`config.mk`:
```
export PLATFORM = sky130hd
export DESIGN_NAME = bus_sync_qual
export DESIGN_NICKNAME = d
export VERILOG_FILES = /design/src/rtl/bus_sync_qual.sv
export SDC_FILE = /design/constraint.sdc
export NUM_CORES = 1
export LEC_CHECK = 0
export ABC_AREA = 1
export ABC_CLOCK_PERIOD_IN_PS = 1700
export CAP_MARGIN = 0
export CELL_PAD_IN_SITES_DETAIL_PLACEMENT = 1
export CELL_PAD_IN_SITES_GLOBAL_PLACEMENT = 2
export CORE_MARGIN = 2
export CORE_UTILIZATION = 32
export CTS_BUF_LIST = sky130_fd_sc_hd__clkbuf_16
export DETAILED_ROUTE_END_ITERATION = 12
export PLACE_DENSITY = 0.84
export RECOVER_POWER = 25
export SETUP_SLACK_MARGIN = 0.5
export SLEW_MARGIN = 20
export SYNTH_ARGS = -nofsm -noshare
export SYNTH_HDL_FRONTEND = slang
export SYNTH_SLANG_ARGS = --single-unit
```
`constraint.sdc`:
```
create_clock -name dest_clk -period 1.7 [get_ports dest_clk]
set_input_delay 0.255 -clock dest_clk [delete_from_list [all_inputs] [get_ports dest_clk]]
set_output_delay 0.255 -clock dest_clk [all_outputs]
set_load 0.005 [all_outputs]
```
`src/rtl/bus_sync_qual.sv`:
```
// Multi-bit CDC bus synchroniser: an N-flop chain into dest_clk followed by a
// stability qualifier that publishes a sample only after it has held steady.
module bus_sync_qual #(
  parameter int BUS_BW      = 8,
  parameter int SYNC_STAGES = 2,
  parameter int STABLE_CNT  = 1,
  parameter int GLITCH_W    = 8
) (
  input  logic                dest_clk,
  input  logic                dest_rstn,
  input  logic [BUS_BW-1:0]   bus_in,
  input  logic                sync_hold,
  input  logic                glitch_clr,
  output logic [BUS_BW-1:0]   bus_sync,
  output logic                bus_update,
  output logic                bus_settled,
  output logic [GLITCH_W-1:0] glitch_cnt
);

  localparam int CNT_W = $clog2(STABLE_CNT + 1);
  localparam logic [CNT_W-1:0] CNT_MAX = CNT_W'(STABLE_CNT);

  if (SYNC_STAGES < 2 || STABLE_CNT < 1 || BUS_BW < 1 || GLITCH_W < 1) begin : g_param_check
    $error("bus_sync_qual: illegal parameters (need SYNC_STAGES>=2, STABLE_CNT>=1, BUS_BW>=1, GLITCH_W>=1)");
  end

  // sync_q[0] is the only flop allowed to go metastable; only the last stage is read.
  logic [SYNC_STAGES-1:0][BUS_BW-1:0] sync_q;
  logic [BUS_BW-1:0]   prev_q;
  logic [BUS_BW-1:0]   bus_sync_q, bus_sync_d;
  logic                update_q, update_d;
  logic [CNT_W-1:0]    cnt_q, cnt_d;
  logic                settled_q, settled_d;
  logic [GLITCH_W-1:0] glitch_q, glitch_d;

  logic [BUS_BW-1:0] samp;
  logic              eq;
  logic [CNT_W:0]    cnt_inc;
  logic              qualified;
  logic              glitch_evt;

  assign samp    = sync_q[SYNC_STAGES-1];
  assign eq      = (samp == prev_q);
  assign cnt_inc = {1'b0, cnt_q} + 1'b1;

  // Equivalent to cnt >= STABLE_CNT-1, written one bit wider so it never
  // degenerates into an unsigned compare against zero.
  assign qualified  = eq && (cnt_inc >= (CNT_W + 1)'(STABLE_CNT));
  assign glitch_evt = !eq && (cnt_q < CNT_MAX);

  always_comb begin
    // NOTE: every always_comb output gets a default first, so no path leaves it
    // unassigned and no latch is inferred.
    cnt_d      = cnt_q;
    bus_sync_d = bus_sync_q;
    update_d   = 1'b0;
    glitch_d   = glitch_q;

    if (!eq) begin
      cnt_d = '0;
    end else if (cnt_q < CNT_MAX) begin
      cnt_d = cnt_inc[CNT_W-1:0];
    end
    settled_d = (cnt_d == CNT_MAX);

    if (qualified && !sync_hold && (samp != bus_sync_q)) begin
      bus_sync_d = samp;
      update_d   = 1'b1;
    end

    if (glitch_clr) begin
      glitch_d = '0;
    end else if (glitch_evt && (glitch_q != '1)) begin
      glitch_d = glitch_q + 1'b1;
    end
  end

  // Reset leaves the qualifier settled on an all-zero history, so leaving reset
  // can never produce an update pulse.
  always_ff @(posedge dest_clk or negedge dest_rstn) begin
    if (!dest_rstn) begin
      // NOTE: the synchroniser chain is reset too; it is a handful of flops, not
      // a RAM, and a known zero history keeps reset exit free of stale pulses.
      sync_q     <= '0;
      prev_q     <= '0;
      cnt_q      <= CNT_MAX;
      settled_q  <= 1'b1;
      bus_sync_q <= '0;
      update_q   <= 1'b0;
      glitch_q   <= '0;
    end else begin
      // NOTE: non-blocking assignments so every flop samples pre-edge values,
      // which is what makes the chain shift by exactly one stage per clock.
      sync_q     <= {sync_q[SYNC_STAGES-2:0], bus_in};
      prev_q     <= samp;
      cnt_q      <= cnt_d;
      settled_q  <= settled_d;
      bus_sync_q <= bus_sync_d;
      update_q   <= update_d;
      glitch_q   <= glitch_d;
    end
  end

  assign bus_sync    = bus_sync_q;
  assign bus_update  = update_q;
  assign bus_settled = settled_q;
  assign glitch_cnt  = glitch_q;

endmodule

```
==> results of run 1 <==
-- routing by layer --
layer / up-vias / share of wire [%] / routed length, um
met5: - / 0 / 0
met4: 0 / 1.1 / 50
met3: 4 / 2.7 / 127
met2: 20 / 53 / 2460
met1: 737 / 44 / 2030
li1: 709 / - / -
-- cells by family (layout without fill, tap and decap cells) --
family	after synthesis	count (layout)	share of synthesized area, %
AND/OR/NAND/NOR	98	100	27.9
XOR/XNOR	14	14	7.02
buffers and inverters	16	96	3.80
AO/OA/AOI/OAI	1	1	0.286
adder cells (fa/ha/maj)	1	1	0.716
flip-flops	42	42	60.2
-- cell type report --
class	instances	area (um^2)	share of cell area (%)
Clock inverter	3	37.5	1.35
Timing Repair Buffer	73	646	23.3
Tap cell	70	87.6	3.16
Inverter	15	61.3	2.21
Multi-Input combinational cell	116	764	27.5
Clock buffer	5	125	4.51
Sequential cell	42	1050	38.0
-- registers in the layout, indices dropped and copies added (netlist names) --
signal	cells
prev_q	8
bus_update	1
sync_q	8
bus_sync	8
glitch_cnt	8
bus_settled	1
samp	8
-- critical path: stages, from the launching register on --
cell                      delay, ns
sky130_fd_sc_hd__dfrtp_1       0.40
sky130_fd_sc_hd__ha_2          0.21
sky130_fd_sc_hd__nand2_2       0.08
sky130_fd_sc_hd__nor3_4        0.15
sky130_fd_sc_hd__nand3_2       0.13
sky130_fd_sc_hd__nand3_4       0.16
sky130_fd_sc_hd__nand2_8       0.10
sky130_fd_sc_hd__nand2_1       0.08
sky130_fd_sc_hd__nand2_1       0.05
-- through the flow --
stage | setup WS [ns] | total power, mW | util, % | instance area, um^2 | hold slack [ns]
floorplan | 0.370 | 1.17 | - | 1750 | -0.0406
global placement | 0.168 | 1.28 | 41.5 | 2150 | 0.218
detailed placement | 0.167 | 1.28 | 41.5 | 2150 | 0.220
CTS | 0.268 | 2.38 | 51.6 | 2670 | 0.349
global route | 0.0701 | 2.49 | 53.7 | 2780 | 0.357
finish | 0.235 | 2.39 | 53.7 | 2780 | 0.348
-- what timing repair did --
item / 4_1_cts / 5_1_grt
resized for setup: 57 / 29
hold buffers: 1 / 0
endpoints found under the setup margin: 35 / 27
buffers inserted: 35 / 6
pin swaps: 9 / 18
hold endpoints to repair: 17 / 0
cloned: 2 / 0
-- placed cells by master (no fill, tap or decap), drive strengths merged --
cell           count
a21oi              1
buf               44
bufinv             1
clkbuf            13
clkdlybuf4s15      8
clkdlybuf4s50      2
clkinv             3
dfrtp             41
dfstp              1
dlygate4sd2        2
dlygate4sd3        9
ha                 1
inv               14
nand2             58
nand3             15
nand3b             1
nand4              8
nor2              12
nor3               4
or2                2
xnor2             12
xor2               2
-- synth_stat cells --
library cell / number / area, um^2
sky130_fd_sc_hd__nand3_4: 2 / 35.0
sky130_fd_sc_hd__nor3_4: 1 / 16.3
sky130_fd_sc_hd__clkinv_1: 2 / 7.51
sky130_fd_sc_hd__inv_2: 1 / 3.75
sky130_fd_sc_hd__a21oi_1: 1 / 5.00
sky130_fd_sc_hd__nor2_2: 1 / 6.26
sky130_fd_sc_hd__nand3_1: 11 / 55.1
sky130_fd_sc_hd__inv_1: 11 / 41.3
sky130_fd_sc_hd__or2_0: 2 / 12.5
sky130_fd_sc_hd__nand2_1: 53 / 199
sky130_fd_sc_hd__nand3b_1: 1 / 7.51
sky130_fd_sc_hd__clkinv_4: 1 / 8.76
sky130_fd_sc_hd__dfrtp_1: 41 / 1030
sky130_fd_sc_hd__nor2_1: 11 / 41.3
sky130_fd_sc_hd__nand3_2: 1 / 10.0
sky130_fd_sc_hd__nand4_1: 8 / 50.1
sky130_fd_sc_hd__ha_1: 1 / 12.5
sky130_fd_sc_hd__nand2_4: 2 / 22.5
sky130_fd_sc_hd__nor3_2: 1 / 10.0
sky130_fd_sc_hd__xor2_1: 2 / 17.5
sky130_fd_sc_hd__nor3_1: 2 / 10.0
sky130_fd_sc_hd__dfstp_2: 1 / 26.3
sky130_fd_sc_hd__nand2_2: 2 / 12.5
sky130_fd_sc_hd__buf_2: 1 / 5.00
sky130_fd_sc_hd__xnor2_1: 12 / 105
-- final timing paths --
check,from,to,slack (ns),cells past startpoint
max,glitch_cnt[1],glitch_cnt[6],0.24,8
min,sync_q[4],samp[4],0.35,0
max reg2reg,glitch_cnt[1],glitch_cnt[6],0.24,8
min reg2reg,sync_q[4],samp[4],0.35,0
max in group asynchronous,dest_rstn,bus_settled,0.26,3
min in group asynchronous,dest_rstn,bus_sync[7],0.69,2
-- where the power goes --
part	total [mW]	leakage (nW)	internal [mW]	switching (mW)
sequential	1.08	0.522	1.05	0.0353
clock	1.04	0.0864	0.681	0.360
combinational	0.266	0.767	0.140	0.126
==> results.toml, run 1 <==
[worst_setup_path]
crit_required_ns = 1.86
critical_path_peak_fanout = 8
crit_path_start_kind = "flip-flop"
endpoint_kind = "flip-flop"
data_arrival_at_the_endpoint_of_the_critical_path_ns = 1.63
timing_worst_setup_path_type = "reg -> reg"

[cts]
cts.path.max_buffers = 2
clock_tree.root_cell = "sky130_fd_sc_hd__clkbuf_16"
cts_sinks = 42
clk_transition_reported_paths_ns = 0.06
tritoncts_clock_tree = "done"
cts-htree-levels = 2
num_cts_buffers = 5
clk_latency_ns = 0.28

[place]
dp_hpwl_um = 2570
gpl.final_weighted_congestion = 0.757
place_inst = 272
io_buffers = 29

[drt]
number_of_remaining_drc_errors = 0
via_count = 1470
1st_pass_router_iterations = 4
drt_iter0_markers = 70
routed_wire_length_per_instance_um = 14.4
detail-route-antenna-nets = 0
wl_um = 4670
route.detailed.vias_per_inst = 4.54

[logic_synthesis]
yosysWarningCount = 0
post_synth_inst_count = 172
synth_cell_type_count = 25
postSynthNetCount = 185
syn_avg_cell_area_um2 = 10.2
yosys_register_bits = 42
synth_area_um2 = 1750
yosysSeqAreaShare_pct = 60.2

[floorplan]
die_width_um = 77.9
die_y_um = 77.9
design.die.area_um2 = 6070
ios = 30
core_um2 = 5170
start_util_pct = 33.8
placement_rows = 26

[cells_and_area]
num-nets-final = 266
layout-drive-gt1-share_pct = 37.8
syn_to_final_growth_pct = 58.9
diodes = 0
stdcell_count = 324
final.fill_count = 566

[sta]
report.final.hold_viol_count = 0
period_share_pct = 86.2
fmax_mhz = 683
timing.slew.headroom_pct = 29.6
largest_clock_skew_in_the_final_design_ns = 0.00385
timing.final.crit_period_ns = 1.46
final-max-slew-violation-count = 0
worst_pin_slew_ns = 1.06
setup_viol_count_final = 0
unrepaired_setup_endpoints_after_global_routing = "yes"
totalNegativeSetupSlack_ns = 0

[grt]
number_of_global_route_vias_before_repair = 1515
grt_first_pass_wirelength_um = 7660
globalRouteMet3Util_pct = 3.84
grt_overflow_total = 0
number_of_antenna_violations_at_the_first_check_in_global_routing = 0
globalRoute.busiestLayer = "met2"
global_route.usage.met2_pct = 27.9
grtUsageMet1_pct = 20.8
global_route.usage.total_pct = 16.4
grt_max_degree = 26

[status]
status = "completed"

[min_path]
hold_path.class = "reg -> reg"

[job]
max-cap-violations = 0

[pwr]
worst_ir_drop_vdd_uv = 738
power_leakage_nw = 1.38
pwr_density_cell_nw_per_um2 = 861
No activity file was read; power rests on OpenSTA's default activity.
==> inputs of run 2 (changes only) <==
--- a/config.mk
+++ b/config.mk
@@ -6,7 +6,7 @@
 export NUM_CORES = 1
 export LEC_CHECK = 0
 export ABC_AREA = 1
-export ABC_CLOCK_PERIOD_IN_PS = 1700
+export ABC_CLOCK_PERIOD_IN_PS = 1390
 export CAP_MARGIN = 0
 export CELL_PAD_IN_SITES_DETAIL_PLACEMENT = 1
 export CELL_PAD_IN_SITES_GLOBAL_PLACEMENT = 2
==> constraint.sdc (replaced) <==
create_clock -name dest_clk -period 1.39 [get_ports dest_clk]
set_input_delay 0.2085 -clock dest_clk [delete_from_list [all_inputs] [get_ports dest_clk]]
set_output_delay 0.2085 -clock dest_clk [all_outputs]
set_load 0.005 [all_outputs]
==> results.toml, run 2 (synthesis results as in run 1) <==
[drt]
via_count = 1494
wl_um = 5040
routed_wire_length_per_instance_um = 15.6
route.detailed.vias_per_inst = 4.63
drt_iter0_markers = 60
number_of_remaining_drc_errors = 0
1st_pass_router_iterations = 4
detail-route-antenna-nets = 0

[grt]
grt_first_pass_wirelength_um = 8030
global_route.usage.total_pct = 17.5
global_route.usage.met2_pct = 30.1
grt_overflow_total = 0
globalRoute.busiestLayer = "met2"
grt_max_degree = 26
number_of_global_route_vias_before_repair = 1613
number_of_antenna_violations_at_the_first_check_in_global_routing = 0
grtUsageMet1_pct = 21.6
globalRouteMet3Util_pct = 3.26

[pwr]
power.switching_fraction_pct = 21.5
net-switching-power_uw = 682
seq_power_share_pct = 41.9
cell_internal_pwr_mw = 2.49
power_leakage_nw = 1.44
pwr_density_cell_nw_per_um2 = 1110
share_clk_of_total_power_pct = 47.5
worst_ir_drop_vdd_uv = 997
total_power_mw = 3.17
combinational_power_share_pct = 10.6

[worst_setup_path]
crit_required_ns = 1.61
endpoint_kind = "flip-flop"
timing_worst_setup_path_type = "reg -> reg"
data_arrival_at_the_endpoint_of_the_critical_path_ns = 1.67
r2r_end = "bus_sync[5]"
reg2reg_depth = 8
end_of_the_critical_path = "bus_sync[5]"
worstSetupStartpoint = "samp[0]"
reg2reg_slack_ns = -0.06
critical_path_peak_fanout = 4
crit_path_start_kind = "flip-flop"
reg2reg_from = "samp[0]"

[job]
max-cap-violations = 0

[cells_and_area]
diodes = 0
num-nets-final = 265
layout-drive-gt1-share_pct = 45.8
final.fill_count = 554
multi_input_comb_area_um2 = 803
layout.cells.most_common_list = "sky130_fd_sc_hd__nand2_1, sky130_fd_sc_hd__dfrtp_1, sky130_fd_sc_hd__buf_4"
ff_latch_area_um2 = 1060
syn_to_final_growth_pct = 63.3
mostFrequentLayoutCell = "sky130_fd_sc_hd__nand2_1"
stdcell_count = 323

[floorplan]
die_width_um = 77.9
start_util_pct = 33.8
die_y_um = 77.9
design.die.area_um2 = 6070
ios = 30
core_um2 = 5170
placement_rows = 26

[sta]
largest_clock_skew_in_the_final_design_ns = 0.00232
period_share_pct = 104
unrepaired_setup_endpoints_after_global_routing = "yes"
setup_ws_ns = -0.0621
timing.final.crit_period_ns = 1.45
fmax_mhz = 689
timing.slew.headroom_pct = 78.5
setup_viol_count_final = 15
report.final.hold_viol_count = 0
final-max-slew-violation-count = 0
worst_pin_slew_ns = 0.322

[place]
dp_hpwl_um = 2930
io_buffers = 29
gpl.final_weighted_congestion = 0.765
place_inst = 287

[min_path]
hold_path.class = "reg -> reg"

[cts]
clk_transition_reported_paths_ns = 0.06
cts-htree-levels = 2
tritoncts_clock_tree = "done"
clk_latency_ns = 0.28
num_cts_buffers = 5
cts_sinks = 42
cts.path.max_buffers = 2
clock_tree.root_cell = "sky130_fd_sc_hd__clkbuf_16"

[status]
violations_in_the_final_reports = "negative setup slack"
status = "finished with violations"
run 2: changes by cell type in the layout (fill, tap and decap cells not counted), sizes merged:
cell / before / now
clkbuf: 13 / 5
clkdlybuf4s15: 8 / 0
clkinv: 3 / 4
buf: 44 / 59
inv: 14 / 12
bufinv: 1 / 2
run 2: power by group through the flow:
stage | logic, mW | clock network (mW) | registers, mW
2_1_floorplan | 0.0957 | 0 | 1.34
3_3_place_gp | 0.243 | 0 | 1.34
3_5_place_dp | 0.251 | 0 | 1.35
4_1_cts | 0.308 | 1.53 | 1.32
5_1_grt | 0.372 | 1.59 | 1.33
6_report | 0.335 | 1.51 | 1.33
run 2: area by class of cell:
cell class	count	area share [%]
Tap cell	70	3.07
Inverter	15	2.15
Clock buffer	5	4.39
Multi-Input combinational cell	116	28.2
Timing Repair Buffer	72	22.7
Clock inverter	3	2.41
Sequential cell	42	37.1
run 2: worst max-delay path, cell delays in order, from the launching register on:
cell                       delay (ns)
sky130_fd_sc_hd__dfrtp_1         0.44
sky130_fd_sc_hd__xnor2_1         0.20
sky130_fd_sc_hd__nand2_1         0.11
sky130_fd_sc_hd__nor2_2          0.11
sky130_fd_sc_hd__nand2_2         0.10
sky130_fd_sc_hd__clkinv_4        0.09
sky130_fd_sc_hd__buf_6           0.11
sky130_fd_sc_hd__nand4_1         0.12
sky130_fd_sc_hd__nand2_1         0.11
run 2: layer usage:
metal	up-vias	share of wire [%]
met5	-	0
met4	0	2.6
met3	12	2.1
met2	29	53
met1	744	43
li1	709	-
run 2: worst min path at each step:
stage | startpoint | to | slack (ns) | depth (start not counted)
6_report | sync_q[2] | samp[2] | 0.35 | 0
5_1_grt | sync_q[7] | samp[7] | 0.36 | 0
4_1_cts | sync_q[2] | samp[2] | 0.35 | 0
3_5_place_dp | dest_rstn | sync_q[0] | 0.19 | 2
3_3_place_gp | dest_rstn | sync_q[0] | 0.18 | 2
2_1_floorplan | dest_rstn | bus_sync[0] | -0.09 | 0
run 2: stage by stage:
stage | cell area (um^2) | utilization (%) | TNS (ns) | worst slack, ns | hold slack [ns]
2_1_floorplan | 1760 | - | 0 | 0.0604 | -0.0871
3_3_place_gp | 2260 | 43.8 | 0 | 0.0173 | 0.183
3_5_place_dp | 2260 | 43.8 | -0.424 | -0.0551 | 0.188
4_1_cts | 2710 | 52.3 | -0.0120 | -0.00677 | 0.352
5_1_grt | 2850 | 55.1 | -2.37 | -0.181 | 0.362
6_report | 2850 | 55.1 | -0.503 | -0.0621 | 0.349
run 2: repair_timing:
| action | CTS | global route |
|---|---|---|
| cloned | 2 | 0 |
| hold buffers | 1 | 0 |
| setup buffers | 22 | 3 |
| hold endpoints to repair | 41 | 0 |
| setup endpoints to repair | 36 | 36 |
| gates resized for setup | 97 | 28 |
| pin swaps | 9 | 11 |
==> inputs of run 3 (changes only) <==
==> constraint.sdc (replaced) <==
create_clock -name dest_clk -period 1.39 [get_ports dest_clk]
set_input_delay 0.278 -clock dest_clk [delete_from_list [all_inputs] [get_ports dest_clk]]
set_output_delay 0.278 -clock dest_clk [all_outputs]
set_load 0.005 [all_outputs]
==> results.toml, run 3 (synthesis results as in run 1) <==
[status]
status = "finished with violations"
violations_in_the_final_reports = "negative setup slack"

[cells_and_area]
multi_input_comb_area_um2 = 843
num-nets-final = 268
ff_latch_area_um2 = 1050
layout-drive-gt1-share_pct = 48.0
layout.cells.most_common_list = "sky130_fd_sc_hd__dfrtp_1, sky130_fd_sc_hd__nand2_1, sky130_fd_sc_hd__buf_4"
mostFrequentLayoutCell = "sky130_fd_sc_hd__dfrtp_1"
post_layout_inst_area_um2 = 2820
diodes = 0
post-route-util_pct = 54.5
syn_to_final_growth_pct = 61.5
final.fill_count = 560

[worst_setup_path]
endpoint_kind = "flip-flop"
crit_path_start_kind = "flip-flop"
reg2reg_slack_ns = -0.06
r2r_end = "glitch_cnt[4]"
timing_worst_setup_path_type = "reg -> reg"
critical_path_peak_fanout = 8
crit_required_ns = 1.56
data_arrival_at_the_endpoint_of_the_critical_path_ns = 1.62
reg2reg_from = "glitch_cnt[0]"
reg2reg_depth = 9

[grt]
number_of_antenna_violations_at_the_first_check_in_global_routing = 0
grt_max_degree = 43
grt_first_pass_wirelength_um = 8070
number_of_global_route_vias_before_repair = 1621
global_route.usage.met2_pct = 29.1
grt_overflow_total = 0
grtUsageMet1_pct = 21.7
globalRoute.busiestLayer = "met2"
globalRouteMet3Util_pct = 3.49
global_route.usage.total_pct = 17.3

[drt]
via_count = 1507
route.detailed.vias_per_inst = 4.62
detail-route-antenna-nets = 0
number_of_remaining_drc_errors = 0
1st_pass_router_iterations = 3
wl_um = 4940
routed_wire_length_per_instance_um = 15.2
drt_iter0_markers = 30

[job]
max-cap-violations = 0

[pwr]
power_leakage_nw = 1.43
pwr_density_cell_nw_per_um2 = 991
total_power_mw = 2.80
worst_ir_drop_vdd_uv = 554

[sta]
timing.slew.headroom_pct = 84.6
timing.final.crit_period_ns = 1.45
setup_viol_count_final = 14
totalNegativeSetupSlack_ns = -0.390
largest_clock_skew_in_the_final_design_ns = 0.00529
final-max-slew-violation-count = 0
period_share_pct = 104
setup_ws_ns = -0.0591
unrepaired_setup_endpoints_after_global_routing = "yes"
report.final.hold_viol_count = 0
fmax_mhz = 690
worst_pin_slew_ns = 0.230

[floorplan]
placement_rows = 26
start_util_pct = 33.8
ios = 30
core_um2 = 5170
die_y_um = 77.9
design.die.area_um2 = 6070
die_width_um = 77.9

[min_path]
hold_path.class = "reg -> reg"
timing.hold.worst_endpoint = "samp[1]"
timing.hold.worst.start = "sync_q[1]"
holdPathStages = 0

[place]
preCtsSetupSlack_ns = -0.0317
gpl.final_weighted_congestion = 0.774
detailed_place.area_um2 = 2300
dp_hpwl_um = 2790
io_buffers = 29

[cts]
cts.path.max_buffers = 2
num_cts_buffers = 5
tritoncts_clock_tree = "done"
clk_transition_reported_paths_ns = 0.06
cts_sinks = 42
cts-htree-levels = 2
clock_tree.root_cell = "sky130_fd_sc_hd__clkbuf_16"
clk_latency_ns = 0.28
## run 3: per-stage QoR
step,hold WS [ns],std cells
after floorplan,-0.0176,172
after global placement,0.269,290
after detailed placement,0.272,290
after CTS,0.349,322
after global routing,0.350,326
final,0.347,326
## run 3: layout make-up
| cell class | count | share of cell area [%] |
|---|---|---|
| Clock buffer | 5 | 4.43 |
| Clock inverter | 3 | 0.576 |
| Inverter | 15 | 2.17 |
| Multi-Input combinational cell | 116 | 29.9 |
| Sequential cell | 42 | 37.3 |
| Tap cell | 70 | 3.10 |
| Timing Repair Buffer | 75 | 22.5 |
## run 3: timing repair
action	4_1_cts	5_1_grt
buffers inserted	21	4
hold buffers	1	0
cloned	2	0
setup endpoints to repair	36	36
pin swaps	12	11
resized for setup	107	21
endpoints found under the hold margin	41	0
## run 3: per-layer routing
metal  vias up  routed length [um]
met4         0                 125
li1        717                   -
met3        10                 151
met2        28                2540
met5         -                   0
met1       752                2120
## run 3: power breakdown
part	switching, mW	total [mW]	leakage, nW	internal, mW
registers	0.0387	1.32	0.522	1.28
clock network	0.456	1.11	0.0672	0.655
logic	0.176	0.369	0.839	0.192
total	0.671	2.80	1.43	2.13
## run 3: worst max-delay path by stage
stage                              from            end  slack [ns]  depth (start not counted)
final                     glitch_cnt[0]  glitch_cnt[4]       -0.06                          9
after global routing            samp[2]    bus_sync[0]       -0.13                          8
after CTS                       samp[3]    bus_sync[1]       -0.02                          8
after detailed placement        samp[5]    bus_sync[2]       -0.03                          8
after global placement          samp[5]    bus_sync[5]       0.008                          8
after floorplan           glitch_cnt[0]  glitch_cnt[5]        0.06                          8
## run 3: worst max-delay path, cell delays in order (launching register included)
cell and delay, ns:
sky130_fd_sc_hd__dfrtp_1 0.36, sky130_fd_sc_hd__buf_6 0.11, sky130_fd_sc_hd__ha_4 0.14, sky130_fd_sc_hd__nand2_4 0.06
sky130_fd_sc_hd__nor3_4 0.15, sky130_fd_sc_hd__nand3_2 0.11, sky130_fd_sc_hd__nand3_4 0.16, sky130_fd_sc_hd__nand2_8 0.11
sky130_fd_sc_hd__nand2_2 0.08, sky130_fd_sc_hd__nand2_2 0.05
